### config.mk
export PLATFORM = sky130hd
export DESIGN_NAME = wam_round_engine
export DESIGN_NICKNAME = d
export VERILOG_FILES = /design/src/rtl/wam_round_engine.sv
export SDC_FILE = /design/constraint.sdc
export NUM_CORES = 1
export LEC_CHECK = 0
export CAP_MARGIN = 20
export CORE_MARGIN = 1.5
export CORE_UTILIZATION = 55
export CTS_CLUSTER_SIZE = 28
export DETAILED_ROUTE_END_ITERATION = 8
export PLACE_DENSITY = 0.82
export SLEW_MARGIN = 20
export SYNTH_ARGS = -nofsm -noshare
export SYNTH_HDL_FRONTEND = slang
export SYNTH_SLANG_ARGS = --single-unit
### constraint.sdc
create_clock -name clk -period 6.7 [get_ports clk]
set_clock_uncertainty 0.2 [all_clocks]
set_input_delay 1.34 -clock clk [delete_from_list [all_inputs] [get_ports clk]]
set_output_delay 1.34 -clock clk [all_outputs]
set_load 0.05 [all_outputs]
### src/rtl/wam_round_engine.sv
// ============================================================================
// wam_round_engine
// ----------------------------------------------------------------------------
// Whack-a-mole round engine. Each round lights one pseudo-random hole, times
// it, and judges keypad presses. Score, misses and completed rounds are
// tracked. The game ends on the round limit or according to the game mode:
// DEATHMATCH ends on the first miss, and LIVES ends after MAX_MISSES misses.
//
// Ports
//   clk          in   1        system clock
//   reset        in   1        synchronous, active-high; returns to IDLE
//   start        in   1        1-cycle pulse: begin or restart a game
//   seed_load    in   1        load the LFSR from seed (zero seed -> SEED_DFLT)
//   seed         in   16       LFSR seed
//   mode         in   2        00 NORMAL, 01 DEATHMATCH, 10 LIVES, 11 NORMAL
//   on_ticks     in   CNT_W    lit time   = on_ticks+1 cycles
//   gap_ticks    in   CNT_W    dark time  = gap_ticks+1 cycles
//   total_rounds in   SCORE_W  rounds per game
//   hit          in   N_HOLES  1-cycle press strobes, bit i = hole i
//   lights       out  N_HOLES  hole LEDs (all ones while game over)
//   score        out  SCORE_W  correct hits, saturating
//   misses       out  SCORE_W  timeouts + wrong presses, saturating
//   round_cnt    out  SCORE_W  completed rounds
//   game_over    out  1        high in DONE
//   dbg_state_o  out  2        FSM state (0 IDLE, 1 GAP, 2 LIT, 3 DONE)
//
// Interface contract: there is no valid/ready handshake. start, seed_load and
// hit are single-cycle strobes, and each is acted on at the clock edge where
// it is sampled high. Every output is a register.
// ============================================================================
module wam_round_engine #(
    parameter int          N_HOLES    = 9,
    parameter int          CNT_W      = 28,
    parameter int          SCORE_W    = 6,
    parameter int          MAX_MISSES = 3,
    parameter logic [15:0] SEED_DFLT  = 16'hACE1
) (
    input  logic               clk,
    input  logic               reset,
    input  logic               start,
    input  logic               seed_load,
    input  logic [15:0]        seed,
    input  logic [1:0]         mode,
    input  logic [CNT_W-1:0]   on_ticks,
    input  logic [CNT_W-1:0]   gap_ticks,
    input  logic [SCORE_W-1:0] total_rounds,
    input  logic [N_HOLES-1:0] hit,
    output logic [N_HOLES-1:0] lights,
    output logic [SCORE_W-1:0] score,
    output logic [SCORE_W-1:0] misses,
    output logic [SCORE_W-1:0] round_cnt,
    output logic               game_over,
    output logic [1:0]         dbg_state_o
);

    // IW selects the raw index bits from the LFSR. PW is wide enough to also
    // hold N_HOLES, which is the "no previous hole" marker.
    localparam int IW = (N_HOLES > 1) ? $clog2(N_HOLES) : 1;
    localparam int PW = $clog2(N_HOLES + 1);

    localparam logic [1:0] MODE_DEATH = 2'b01;
    localparam logic [1:0] MODE_LIVES = 2'b10;

    typedef enum logic [1:0] {
        S_IDLE = 2'd0,
        S_GAP  = 2'd1,
        S_LIT  = 2'd2,
        S_DONE = 2'd3
    } state_t;

    state_t             state_q;
    logic [15:0]        lfsr_q;
    logic [CNT_W-1:0]   cnt_q;
    logic [PW-1:0]      prev_q;
    logic [N_HOLES-1:0] lights_q;
    logic [SCORE_W-1:0] score_q;
    logic [SCORE_W-1:0] misses_q;
    logic [SCORE_W-1:0] round_q;
    logic               game_over_q;
    logic [1:0]         mode_q;
    logic [CNT_W-1:0]   on_q;
    logic [CNT_W-1:0]   gap_q;
    logic [SCORE_W-1:0] total_q;

    logic [15:0]        lfsr_d;
    logic [PW-1:0]      pick_idx;
    logic [N_HOLES-1:0] pick_onehot;
    logic [SCORE_W-1:0] score_inc;
    logic [SCORE_W-1:0] misses_inc;
    logic               hit_ok;
    logic               hit_any;
    logic               round_last;
    logic               lives_out;

    // Right-shifting Galois LFSR, x^16+x^14+x^13+x^11. A seed load takes
    // priority over the step, and a zero seed is replaced by the default so
    // the register can never lock up at zero.
    always_comb begin
        lfsr_d = {1'b0, lfsr_q[15:1]} ^ (lfsr_q[0] ? 16'hB400 : 16'h0000);
        if (seed_load) begin
            lfsr_d = (seed == 16'h0000) ? SEED_DFLT : seed;
        end
    end

    // Fold the raw index into range, then step past the previous hole so the
    // same hole is never lit twice in a row.
    always_comb begin
        pick_idx = PW'(lfsr_q[IW-1:0]);
        if (pick_idx >= PW'(N_HOLES)) begin
            pick_idx = pick_idx - PW'(N_HOLES);
        end
        if (pick_idx >= PW'(N_HOLES)) begin
            pick_idx = '0;
        end
        if (pick_idx == prev_q) begin
            pick_idx = (pick_idx == PW'(N_HOLES - 1)) ? '0 : pick_idx + PW'(1);
        end
    end

    assign pick_onehot = {{(N_HOLES-1){1'b0}}, 1'b1} << pick_idx;

    // In LIT, lights_q is the one-hot mask of the lit hole, so it doubles as
    // the mask for a correct press.
    assign hit_ok     = |(hit & lights_q);
    assign hit_any    = |hit;
    assign score_inc  = (&score_q)  ? score_q  : score_q  + SCORE_W'(1);
    assign misses_inc = (&misses_q) ? misses_q : misses_q + SCORE_W'(1);
    assign round_last = ({1'b0, round_q} + (SCORE_W+1)'(1)) == {1'b0, total_q};
    assign lives_out  = (misses_inc == SCORE_W'(MAX_MISSES));

    always_ff @(posedge clk) begin
        if (reset) begin
            state_q     <= S_IDLE;
            lfsr_q      <= SEED_DFLT;
            cnt_q       <= '0;
            prev_q      <= PW'(N_HOLES);
            lights_q    <= '0;
            score_q     <= '0;
            misses_q    <= '0;
            round_q     <= '0;
            game_over_q <= 1'b0;
            mode_q      <= 2'b00;
            on_q        <= '0;
            gap_q       <= '0;
            total_q     <= '0;
        end else begin
            lfsr_q <= lfsr_d;

            if (start) begin
                // Restart from any state, including mid-round.
                mode_q   <= mode;
                on_q     <= on_ticks;
                gap_q    <= gap_ticks;
                total_q  <= total_rounds;
                score_q  <= '0;
                misses_q <= '0;
                round_q  <= '0;
                prev_q   <= PW'(N_HOLES);
                cnt_q    <= gap_ticks;
                if (total_rounds == '0) begin
                    state_q     <= S_DONE;
                    game_over_q <= 1'b1;
                    lights_q    <= '1;
                end else begin
                    state_q     <= S_GAP;
                    game_over_q <= 1'b0;
                    lights_q    <= '0;
                end
            end else begin
                case (state_q)
                    S_IDLE: begin
                        lights_q <= '0;
                    end

                    S_GAP: begin
                        if (cnt_q == '0) begin
                            state_q  <= S_LIT;
                            cnt_q    <= on_q;
                            prev_q   <= pick_idx;
                            lights_q <= pick_onehot;
                        end else begin
                            cnt_q <= cnt_q - CNT_W'(1);
                        end
                    end

                    S_LIT: begin
                        // A correct press wins over a simultaneous wrong press
                        // and over the timeout on the same cycle.
                        if (hit_ok || hit_any || (cnt_q == '0)) begin
                            round_q <= round_q + SCORE_W'(1);
                            if (hit_ok) begin
                                score_q <= score_inc;
                            end else begin
                                misses_q <= misses_inc;
                            end
                            if (round_last ||
                                (!hit_ok && (mode_q == MODE_DEATH)) ||
                                (!hit_ok && (mode_q == MODE_LIVES) && lives_out)) begin
                                state_q     <= S_DONE;
                                game_over_q <= 1'b1;
                                lights_q    <= '1;
                            end else begin
                                state_q  <= S_GAP;
                                cnt_q    <= gap_q;
                                lights_q <= '0;
                            end
                        end else begin
                            cnt_q <= cnt_q - CNT_W'(1);
                        end
                    end

                    S_DONE: begin
                        game_over_q <= 1'b1;
                        lights_q    <= '1;
                    end

                    default: begin
                        state_q  <= S_IDLE;
                        lights_q <= '0;
                    end
                endcase
            end
        end
    end

    assign lights      = lights_q;
    assign score       = score_q;
    assign misses      = misses_q;
    assign round_cnt   = round_q;
    assign game_over   = game_over_q;
    assign dbg_state_o = state_q;

endmodule

==> impl_metrics.ini <==
[worst_setup_path]
path_class = input port to flop
end_kind = flop
worstPathRequired_ns = 6.84
r2r_cells = 8
start_kind = input port
critPathArrivalTime_ns = 4.32
crit_fanout = 33

[logic_synthesis]
synth_edf_count = 0
synth_ff_type = dfxtp_1
synthCells = 868
avgSynthCellArea_um2 = 8.34
syn_nets = 970
synthArstFlopShare_pct = 0
ys_ff_latch = 142
synth_largest_area_cell = dfxtp_1
synthesis.area_um2 = 7240
synth_cell_types = 68
ys_warn_count = 0
seq_area_frac_synth_pct = 39.3
synth_area_leaders = dfxtp_1 (39%), mux2i_1 (9.1%), nor2_1 (6.5%)
synth_top_area_share_pct = 39.3

[clock_tree]
h-tree-depth = 4
postCtsSetupRepairBufs = 0
cts_tree = yes
cts.clk_slew.worst_paths_ns = 0.06
cts_buffer_depth = 2
cts_resized = 0
cts_hold_buf = 0
numCtsBuffers = 17
cts_root_buffer = clkbuf_16
clk_latency_ns = 0.42
cts.sinks = 142

[sta]
final-hold-violation-count = 0
slew_headroom_pct = 30.2
finalCritPeriodShare_pct = 62.4
drv_slew = 0
worstMarginPinSlew_ns = 1.05
whs_ns = 0.262
timing.fmax_mhz = 239
fin_setup_tns_ns = 0
setup_viol = 0
fin_crit_ns = 4.18
rsz0062_at_grt = no

[global_routing]
grt_pass1_vias = 6168
overflow = 0
grt_start_max_net_pins = 95
top_usage_layer = met2
use_met2_pct = 44.0
grt_first_pass_wirelength_um = 30700
grtUsageTotal_pct = 26.9
antenna_found_initial = 0
grtUsageMet3_pct = 5.38
grt_util_met1_pct = 36.1

[floorplanning]
die_h_um = 118
initial_utilization_pct = 56.9
core-area_um2 = 12700
die_x_um = 118
die_area_um2 = 13900
rows = 41
pin_count = 123

[place]
gp_congestion = 0.828
port_buffers = 122
dp.final_hpwl_um = 12200
postPlaceCellArea_um2 = 8480

[pwr]
powerDensity_nw_per_um2 = 250
peakVddDrop_mv = 0.184
clkPwrFrac_pct = 41.4
power.internal_uw = 1670
switching_share_pct = 26.6
seqPwrFrac_pct = 41.6
switchingPower_uw = 604
p_leak_uw = 0.00347
power_frac_comb_pct = 17.0

[layout]
final_layout_size_suffix_gt1_share_pct = 6.38
synthToLayoutAreaGrowth_pct = 25.3
final_common_cell = dfxtp_1
nNetsFinal = 1061
final_cell_mix = dfxtp_1 (142), nor2_1 (125), clkdlybuf4s50_1 (120), nand2_1 (95), mux2i_1 (66)
diodes = 0
final_area_um2 = 9070

[drt]
dr.first_iter.drc_count = 531
routedWlPerCell_um = 16.2
firstDrtPassIters = 5
detail_route.wirelength_um = 18500
num_vias = 6751
vias_per_cell = 5.90
drc = 0
antenna_left = 0

[run_status]
status = finished clean

[worst_hold_path]
hold_class = flop to flop
holdPathStages = 2

[job]
maxCapViolations = 0
-- registers in the layout, indices dropped and copies added (netlist names), 6 cells and up --
register,flops
misses,6
cnt_q,28
gap_q,28
score,6
lights,9
lfsr_q,16
on_q,28
round_cnt,6
total_q,6
-- layout make-up --
type	instances	area, µm²
multi-input combinational	651	4090
fill	1065	3650
sequential	142	2840
timing repair buffer	129	1270
clock buffer	27	513
tap	172	215
clock inverter	5	77.6
inverter	18	67.6
-- path summary, 6_finish.rpt --
kind,start,endpoint,slack [ns]
worst min register to register,lfsr_q[15],lfsr_q[14],0.26
worst max-delay path,hit[4],cnt_q[2],2.52
worst max register to register,cnt_q[4],cnt_q[2],2.93
worst min-delay path,lfsr_q[15],lfsr_q[14],0.26
-- routing by layer --
metal	routed length, µm	share of wire [%]	vias to the layer above
li1	-	-	3318
met1	8260	45	3197
met2	8900	48	216
met3	1080	5.8	20
met4	254	1.4	0
met5	0	0	-
-- stage by stage --
| step | std cells | setup slack [ns] | total power, µW | util, % |
|---|---|---|---|---|
| final | 1144 | 2.52 | 2270 | 71.3 |
| after CTS | 1144 | 2.16 | 2270 | 71.3 |
| after global placement | 1112 | 1.84 | 1330 | 66.7 |
| after detailed placement | 1112 | 1.75 | 1340 | 66.7 |
| after floorplan | 868 | 2.99 | 1210 | - |
| after global routing | 1144 | 2.31 | 2360 | 71.3 |
-- worst max-delay path, cell delays in order --
cell and delay (ns):
clkdlybuf4s50_1 0.45, or4_1 0.53, nor4_2 0.56, o21ai_4 0.16, o21ai_2 0.14, a211o_2 0.62
buf_4 0.26, nor2_1 0.05, a211oi_2 0.19
-- cells by family (layout without fill, tap and decap cells) --
family	Yosys count	after routing	share of synthesized area, %
AND/OR/NAND/NOR	335	335	21.8
AO/OA/AOI/OAI	203	203	19.3
flip-flops	142	142	39.3
buffers and inverters	75	179	4.37
multiplexers	66	66	9.13
XOR/XNOR	38	38	4.60
adder cells (fa/ha/maj)	9	9	1.56
-- cell usage after synthesis (16+ instances only) --
cell      count
a21oi_1      52
clkbuf_1     42
dfxtp_1     142
inv_1        17
mux2i_1      66
nand2_1      95
nand3_1      16
nor2_1      125
nor3_1       22
o211ai_1     16
o21ai_0      34
xnor2_1      20
xor2_1       18
-- power by group through the flow --
stage / clock network (µW) / logic, µW / registers, µW
after floorplan: 0 / 252 / 960
after global placement: 0 / 375 / 958
after detailed placement: 0 / 380 / 959
after CTS: 947 / 385 / 943
after global routing: 989 / 423 / 950
final: 940 / 387 / 944
Power figures use the tool's default switching activity.
